**src/rtl/tmds_pkg.sv**
```systemverilog
// Shared TMDS definitions: word width, the four control-token codes and the
// lane-alignment state type. Token codes are written bit9..bit0, where bit0
// is the first bit on the wire.
package tmds_pkg;

  localparam int unsigned WORD_BITS = 10;

  localparam logic [WORD_BITS-1:0] TOKEN_C00 = 10'b1101010100;
  localparam logic [WORD_BITS-1:0] TOKEN_C01 = 10'b0010101011;
  localparam logic [WORD_BITS-1:0] TOKEN_C10 = 10'b0101010100;
  localparam logic [WORD_BITS-1:0] TOKEN_C11 = 10'b1010101011;

  typedef enum logic {
    SEARCH,
    LOCKED
  } state_t;

endpackage

```
**src/rtl/tmds_token_detect.sv**
```systemverilog
// Combinational TMDS control-token recogniser.
//   word_i  : 10-bit word, bit0 = first bit received
//   match_o : word is one of the four control tokens
//   ctl_o   : {C1,C0} of the matched token, 0 when no match
module tmds_token_detect
  import tmds_pkg::*;
(
  input  logic [WORD_BITS-1:0] word_i,
  output logic                 match_o,
  output logic [1:0]           ctl_o
);

  always_comb begin
    match_o = 1'b1;
    ctl_o   = 2'b00;
    case (word_i)
      TOKEN_C00: ctl_o = 2'b00;
      TOKEN_C01: ctl_o = 2'b01;
      TOKEN_C10: ctl_o = 2'b10;
      TOKEN_C11: ctl_o = 2'b11;
      default:   match_o = 1'b0;
    endcase
  end

endmodule

```
**src/rtl/tmds_ser_to_par.sv**
```systemverilog
// TMDS lane deserializer with token-based word alignment (serial clock domain).
//   serial_clock   : bit clock, all logic on posedge
//   reset          : asynchronous, active-high
//   serial         : lane bit, LSB of each word first
//   resync         : synchronous request to drop back to SEARCH
//   parallel       : last aligned word (bit0 = first bit received)
//   parallel_valid : one-cycle pulse when parallel updates (LOCKED only)
//   is_control     : parallel holds a control token
//   control        : {C1,C0} of the last token emitted
//   locked         : alignment locked
module tmds_ser_to_par
  import tmds_pkg::*;
#(
  parameter int unsigned LOCK_TOKENS   = 4,
  parameter int unsigned TIMEOUT_WORDS = 4096
) (
  input  logic                 serial_clock,
  input  logic                 reset,
  input  logic                 serial,
  input  logic                 resync,
  output logic [WORD_BITS-1:0] parallel,
  output logic                 parallel_valid,
  output logic                 is_control,
  output logic [1:0]           control,
  output logic                 locked
);

  localparam int unsigned TOK_W = $clog2(LOCK_TOKENS + 1);
  localparam int unsigned TO_W  = $clog2(TIMEOUT_WORDS + 1);
  localparam logic [TOK_W-1:0] TOK_MAX    = TOK_W'(LOCK_TOKENS);
  localparam logic [TO_W-1:0]  TO_MAX     = TO_W'(TIMEOUT_WORDS);
  localparam logic [3:0]       PHASE_LAST = 4'(WORD_BITS - 1);

  state_t               state_q, state_d;
  // Only the 9 newest bits are stored; the 10th comes straight from serial.
  logic [WORD_BITS-2:0] hist_q, hist_d;
  logic [3:0]           phase_q, phase_d;
  logic [TOK_W-1:0]     tok_cnt_q, tok_cnt_d;
  logic [TO_W-1:0]      to_cnt_q, to_cnt_d;
  logic [WORD_BITS-1:0] parallel_q, parallel_d;
  logic                 valid_q, valid_d;
  logic                 is_ctl_q, is_ctl_d;
  logic [1:0]           ctl_q, ctl_d;

  logic [WORD_BITS-1:0] win_next;
  logic                 boundary;
  logic                 tok_match;
  logic [1:0]           tok_ctl;
  logic                 emit;

  assign win_next = {serial, hist_q};
  assign boundary = (phase_q == PHASE_LAST);

  tmds_token_detect u_detect (
    .word_i  (win_next),
    .match_o (tok_match),
    .ctl_o   (tok_ctl)
  );

  always_comb begin
    state_d    = state_q;
    hist_d     = win_next[WORD_BITS-1:1];
    phase_d    = boundary ? 4'd0 : phase_q + 4'd1;
    tok_cnt_d  = tok_cnt_q;
    to_cnt_d   = to_cnt_q;
    parallel_d = parallel_q;
    valid_d    = 1'b0;
    is_ctl_d   = is_ctl_q;
    ctl_d      = ctl_q;
    emit       = 1'b0;

    if (resync) begin
      state_d   = SEARCH;
      tok_cnt_d = '0;
      to_cnt_d  = '0;
    end else begin
      case (state_q)
        SEARCH: begin
          if (tok_match) begin
            if (boundary) begin
              if (tok_cnt_q != TOK_MAX) tok_cnt_d = tok_cnt_q + 1'b1;
            end else begin
              // An off-boundary token ends a word right here: restart the
              // phase so the next word begins on the following bit.
              phase_d   = 4'd0;
              tok_cnt_d = TOK_W'(1);
            end
            if (tok_cnt_d == TOK_MAX) begin
              state_d  = LOCKED;
              to_cnt_d = '0;
              emit     = 1'b1;
            end
          end else if (boundary) begin
            tok_cnt_d = '0;
          end
        end
        LOCKED: begin
          if (boundary) begin
            emit = 1'b1;
            if (tok_match) begin
              to_cnt_d = '0;
            end else if (to_cnt_q != TO_MAX) begin
              to_cnt_d = to_cnt_q + 1'b1;
            end
            if (to_cnt_d == TO_MAX) begin
              state_d   = SEARCH;
              tok_cnt_d = '0;
            end
          end
        end
        default: state_d = SEARCH;
      endcase
    end

    if (emit) begin
      parallel_d = win_next;
      valid_d    = 1'b1;
      is_ctl_d   = tok_match;
      if (tok_match) ctl_d = tok_ctl;
    end
  end

  always_ff @(posedge serial_clock or posedge reset) begin
    if (reset) begin
      state_q    <= SEARCH;
      hist_q     <= '0;
      phase_q    <= '0;
      tok_cnt_q  <= '0;
      to_cnt_q   <= '0;
      parallel_q <= '0;
      valid_q    <= 1'b0;
      is_ctl_q   <= 1'b0;
      ctl_q      <= '0;
    end else begin
      state_q    <= state_d;
      hist_q     <= hist_d;
      phase_q    <= phase_d;
      tok_cnt_q  <= tok_cnt_d;
      to_cnt_q   <= to_cnt_d;
      parallel_q <= parallel_d;
      valid_q    <= valid_d;
      is_ctl_q   <= is_ctl_d;
      ctl_q      <= ctl_d;
    end
  end

  assign parallel       = parallel_q;
  assign parallel_valid = valid_q;
  assign is_control     = is_ctl_q;
  assign control        = ctl_q;
  assign locked         = (state_q == LOCKED);

endmodule

```
**config.mk**
```make
export PLATFORM = sky130hd
export DESIGN_NAME = tmds_ser_to_par
export DESIGN_NICKNAME = d
export VERILOG_FILES = /design/src/rtl/tmds_pkg.sv /design/src/rtl/tmds_token_detect.sv /design/src/rtl/tmds_ser_to_par.sv
export SDC_FILE = /design/constraint.sdc
export NUM_CORES = 1
export LEC_CHECK = 0
export BUFFER_PORTS_ARGS = -buffer_cell sky130_fd_sc_hd__clkbuf_2
export CAP_MARGIN = 40
export CORE_ASPECT_RATIO = 1.4
export CORE_MARGIN = 5
export CORE_UTILIZATION = 40
export DETAILED_ROUTE_END_ITERATION = 10
export GPL_TIMING_DRIVEN = 0
export SLEW_MARGIN = 20
export SYNTH_ARGS = -nofsm -noshare
export SYNTH_HDL_FRONTEND = slang
export SYNTH_SLANG_ARGS = --single-unit
export TNS_END_PERCENT = 100
```
**constraint.sdc**
```tcl
create_clock -name serial_clock -period 2.3 [get_ports serial_clock]
set_input_delay 0.46 -clock serial_clock [delete_from_list [all_inputs] [get_ports serial_clock]]
set_output_delay 0.46 -clock serial_clock [all_outputs]
set_load 0.005 [all_outputs]
```
# Yosys cells after proc, flatten, opt, wreduce, memory -nomap -nowiden
# Index checks and enable logic that the tools add are counted.
# totals
output_inout_bits,15
wordCells,69
ff_bits,44
in_bits,4
# classes
bitwise,1
eq_ne,14
n_addsub,3
n_reduce_logical,4
muxes,38
# ops
operator,count
2-to-1 mux 13 bit,9
2-to-1 mux 3 bit,10
one-hot mux 13 bit (2 select lines),1
== test 10 bit (second input constant),2
2-to-1 mux 4 bit,5
adder 13 x 1 -> 13 bit (second input constant),1
== test 13 bit (second input constant),1
!= test 13 bit (second input constant),1
== test 10 x 8 -> 1 bit (second input constant),1
== test 10 x 9 -> 1 bit (second input constant),1
2-to-1 mux 1 bit,9
!= test 3 bit (second input constant),3
!= test 3 x 2 -> 1 bit (second input constant),2
one-hot mux 2 bit (3 select lines),1
one-hot mux 3 bit (2 select lines),1
AND reduction 3 bit,2
adder 4 x 1 -> 4 bit (second input constant),1
== test 4 bit (second input constant),1
!= test 4 bit (second input constant),1
one-hot mux 1 bit (2 select lines),2
OR reduction 4 bit,1
adder 3 x 1 -> 3 bit (second input constant),1
== test 3 bit (second input constant),1
AND reduction 2 bit,1
inverter 1 bit,1

# Depth between registers and ports, before layout
# depth
depth_word,12
ltp_mapped,10

# Modules after synthesis
# From an unflattened synthesis, not the netlist that was laid out.
# hier_totals
cells_unflattened,227
hier_area_um2,2408.6
# modules_own_cells
module,instances,cells_per_inst,area_per_inst_um2,seq_area_each_um2
tmds_ser_to_par,1,218,2287.2,1101.1
tmds_token_detect,1,9,121.4,0.0

# Worst setup path before layout
# Ideal clock, no wire load.
# synth_path
path_kind,register to register
start,reg tok_cnt_q[0]
end,reg parallel_q[0] (netlist: parallel[0])
required_ps,2175
setup_slack_ps,-91
stages_incl_launch_ff,10
t_arrival_ps,2266
period_less_slack_ps,2391
cell_sequence,dfrtp_1 inv_1 ha_1 or3b_1 a311oi_2 o21ai_1 a211o_1 buf_6 buf_8 mux2_4
# synth_between
elab_chain_len,11
word_cells_on_any_way,12
cone_classes,1 x add/sub; 2 x eq/ne; 9 x mux
# synth_lines
element,line_no,source
from (decl),tmds_ser_to_par.sv:38,"logic [TOK_W-1:0] tok_cnt_q, tok_cnt_d;"
from (signal assigned),tmds_ser_to_par.sv:138,tok_cnt_q <= tok_cnt_d;
adder 3 x 1 -> 3 bit or != test 3 bit (tied branches),tmds_ser_to_par.sv:81,if (tok_cnt_q != TOK_MAX) tok_cnt_d = tok_cnt_q + 1'b1;
2-to-1 mux 3 bit (*),tmds_ser_to_par.sv:81,
2-to-1 mux 3 bit (*),tmds_ser_to_par.sv:80,if (boundary) begin
2-to-1 mux 3 bit (*),tmds_ser_to_par.sv:79,if (tok_match) begin
2-to-1 mux 3 bit (*),tmds_ser_to_par.sv:77,case (state_q)
2-to-1 mux 3 bit (*),tmds_ser_to_par.sv:72,if (resync) begin
== test 3 bit (*),tmds_ser_to_par.sv:88,if (tok_cnt_d == TOK_MAX) begin
2-to-1 mux 1 bit (*),tmds_ser_to_par.sv:88,
2-to-1 mux 1 bit (*),tmds_ser_to_par.sv:79,
one-hot mux 1 bit (2 select lines) (*),tmds_ser_to_par.sv:77,
2-to-1 mux 1 bit (*),tmds_ser_to_par.sv:72,
to (signal assigned),tmds_ser_to_par.sv:140,parallel_q <= parallel_d;
to (decl),tmds_ser_to_par.sv:40,"logic [WORD_BITS-1:0] parallel_q, parallel_d;"
# Every way passes the cells marked *; elsewhere a longest branch is shown, timed or not. The select of a mux whose other input is x is not followed.
# A chain may end at the register's enable or synchronous reset.

# Worst setup path in the final report
# layout_path
start,reg tok_cnt_q[1]
end,reg parallel_q[1] (netlist: parallel[1])
# Same word-level chain as after synthesis.

==> flow_summary.json <==
{
  "outcome": "complete, but fails checks",
  "failed_checks": "setup timing",
  "start_util": 0.404,
  "cellLeakagePower_nw": 1.28,
  "core_area_um2": 5780,
  "clock.fmax_mhz": 416,
  "viasPerCell": 5.60,
  "crit_fanout": 5,
  "yosysSeqAreaShare": 0.472,
  "synth_cell_types": 51,
  "wl_per_cell_um": 15.6,
  "yosys.area.top_type": "dfrtp_1",
  "path_cells": "inv_2, ha_4, or3b_1, a311oi_2, o21ai_1, a211o_1, buf_6, buf_12, mux2_4",
  "endpoint_kind": "flop",
  "crit_arrival_ns": 2.59,
  "syn_area_per_cell_um2": 10.1,
  "final-hold-violation-count": 0,
  "clk_latency_ns": 0.30,
  "cts-root-buf": "clkbuf_8",
  "maxSlewHeadroom": 0.483,
  "setup_slack_ns": -0.103,
  "grt_pass1_wl_um": 9290,
  "rows": 33,
  "layout_min_cycle_time_ns": 2.40,
  "maxCapViolCount": 0,
  "hold_path_class": "in2async",
  "cpLargestDelayFamily": "compound AO/OA/AOI/OAI gates",
  "drt_wl_total_um": 5240,
  "drt_iter0_drc": 91,
  "tightest_slew_ns": 0.765,
  "ant_nets": 0,
  "synth_area_um2": 2330,
  "cp_slowest_cell": "dfrtp_1",
  "critPathKind": "reg2reg",
  "dp_cells": 320,
  "drt_first_pass_iters": 4,
  "dieArea_um2": 7490,
  "path_buf_inv": 3,
  "top_level_ports": 19,
  "grt.total_usage": 0.158,
  "nets": 273,
  "die_h_um": 100,
  "yosys.area.top_type_share": 0.472,
  "peakVddDrop_uv": 301,
  "fin_cells": 336,
  "htreeDepth": 2,
  "cts_tree": "yes",
  "remaining_drc_errors": 0,
  "antenna-diode-count": 0,
  "setup_viol": 13,
  "syn_nets": 240,
  "synth_area_leaders": "dfrtp_1 47%, o21ai_0 4.9%, mux2_4 3.9%",
  "io_buffer_count": 17,
  "worst_ep_required_time_ns": 2.48,
  "die_w_um": 74.6,
  "dp_hpwl_um": 3640,
  "cp_slowest_stage_delay_ns": 0.43,
  "drive_gt1_frac": 0.346,
  "synth-main-ff-cell": "dfrtp_1",
  "fin_crit_sh": 1.04,
  "synthArstFlopShare": 1.00,
  "num_vias": 1881,
  "area_delta_synth_final_pct": 25.9,
  "postCtsHoldBufs": 0,
  "power_density_nw_per_um2": 556,
  "antenna_found_initial": 0,
  "rsz0062_at_grt": "yes",
  "place_congestion": 0.785,
  "setup_tns_ns": -0.884,
  "whs_ns": 0.112,
  "start_kind": "flop",
  "maxSlewViolCount": 0,
  "overflow": 0,
  "syn_inst": 232,
  "first_global_vias": 2023,
  "nFillCells": 562,
  "fin_skew_ns": 0.00506,
  "synth-seq-cells": 44,
  "cts_sinks": 44,
  "ys_warn_count": 0,
  "grt_start_max_net_pins": 30,
  "clk_pin_slew_ns": 0.09,
  "cts_max_path_buffers": 2,
  "synth_edf_count": 0,
  "cts_buffers": 5
}
-- sequential cells by signal, summed over array words and instances (netlist names), 2 cells and up --
| register | flops |
|---|---|
| to_cnt_q | 13 |
| phase_q | 4 |
| control | 2 |
| hist_q | 9 |
| parallel | 10 |
| tok_cnt_q | 3 |
-- power by group --
part | internal, mW | leakage [nW] | switching, mW
combinational | 0.0818 | 0.650 | 0.0869
sequential | 0.812 | 0.568 | 0.0494
clock | 0.327 | 0.0583 | 0.277
total | 1.22 | 1.28 | 0.413
-- Yosys cell counts, types with 3 or more instances --
cell and instances:
mux2_4 6, nor2_1 20, mux2i_1 4, xnor2_1 4, dfrtp_1 44, or3_1 3
nor3b_1 3, o41ai_1 4, ha_1 4, nand4_1 4, nor3_1 5, a31oi_1 3
nand3_1 13, clkbuf_1 8, mux2_2 4, o31ai_1 5, o21ai_0 23, nor4bb_1 4
nand2_1 12, inv_1 11, and3_1 4, xor2_1 3, nor2b_1 3, a21oi_1 4
-- per-layer routing --
layer / track usage / routed length (um) / up-vias
li1: - / - / 923
met1: 0.187 / 2190 / 931
met2: 0.276 / 2820 / 18
met3: 0.0271 / 122 / 9
met4: 0.0644 / 110 / 0
met5: 0 / 0 / -
-- layout make-up --
type | instances | area [um^2] | share of cell area
Sequential cell | 44 | 1110 | 0.376
Tap cell | 70 | 87.6 | 0.0298
Multi-Input combinational cell | 166 | 1290 | 0.438
Clock inverter | 3 | 47.5 | 0.0162
Inverter | 11 | 43.8 | 0.0149
Clock buffer | 5 | 68.8 | 0.0234
Buffer | 7 | 63.8 | 0.0217
Timing Repair Buffer | 30 | 234 | 0.0796
-- worst reg2reg max path, cell delays in order, from the launching register on --
cell      delay [ns]
dfrtp_1         0.43
inv_2           0.08
ha_4            0.16
or3b_1          0.35
a311oi_2        0.28
o21ai_1         0.14
a211o_1         0.29
buf_6           0.14
buf_12          0.13
mux2_4          0.29
-- through the flow --
stage	instance area (um^2)	total power [mW]	setup slack, ns	utilization
after detailed placement	2530	1.02	-0.226	0.438
after floorplan	2340	0.980	0.00431	-
after global routing	2940	1.72	-0.222	0.508
after CTS	2880	1.66	-0.122	0.498
final	2940	1.63	-0.103	0.508
after global placement	2510	1.02	-0.215	0.435
-- logic make-up after synthesis --
| family | after synthesis | synth area share |
|---|---|---|
| AO/OA/AOI/OAI | 57 | 0.161 |
| multiplexers | 14 | 0.0750 |
| adder cells (fa/ha/maj) | 4 | 0.0214 |
| XOR/XNOR | 7 | 0.0263 |
| flip-flops | 44 | 0.472 |
| AND/OR/NAND/NOR | 84 | 0.202 |
| buffers and inverters | 22 | 0.0434 |
-- cells in the final DEF (no fill, tap or decap), types with 5 or more instances in the layout --
cell and count:
o21ai_1 8, buf_4 7, nand3_1 12, dfrtp_1 40, o21ai_2 14, clkbuf_2 19
nand2_1 10, clkbuf_8 5, nor2_1 19, o31ai_1 5, inv_1 7, mux2_4 6
-- what timing repair did --
item | 4_1_cts | 5_1_grt
setup buffers | 10 | 0
cloned | 2 | 0
gates resized for setup | 46 | 27
endpoints found under the setup margin | 28 | 31
pin swaps | 11 | 9
-- worst paths after layout --
path | startpoint | end | slack (ns) | cells past startpoint
min | reset | parallel[7] | 0.11 | 2
min reg2reg | hist_q[5] | hist_q[4] | 0.43 | 0
max | tok_cnt_q[1] | parallel[1] | -0.10 | 9
max reg2reg | tok_cnt_q[1] | parallel[1] | -0.10 | 9
min in group serial_clock | serial | hist_q[8] | 0.34 | 1
max in group asynchronous | reset | tok_cnt_q[0] | 1.70 | 3
Note: power is estimated with default switching activity, not from simulation.
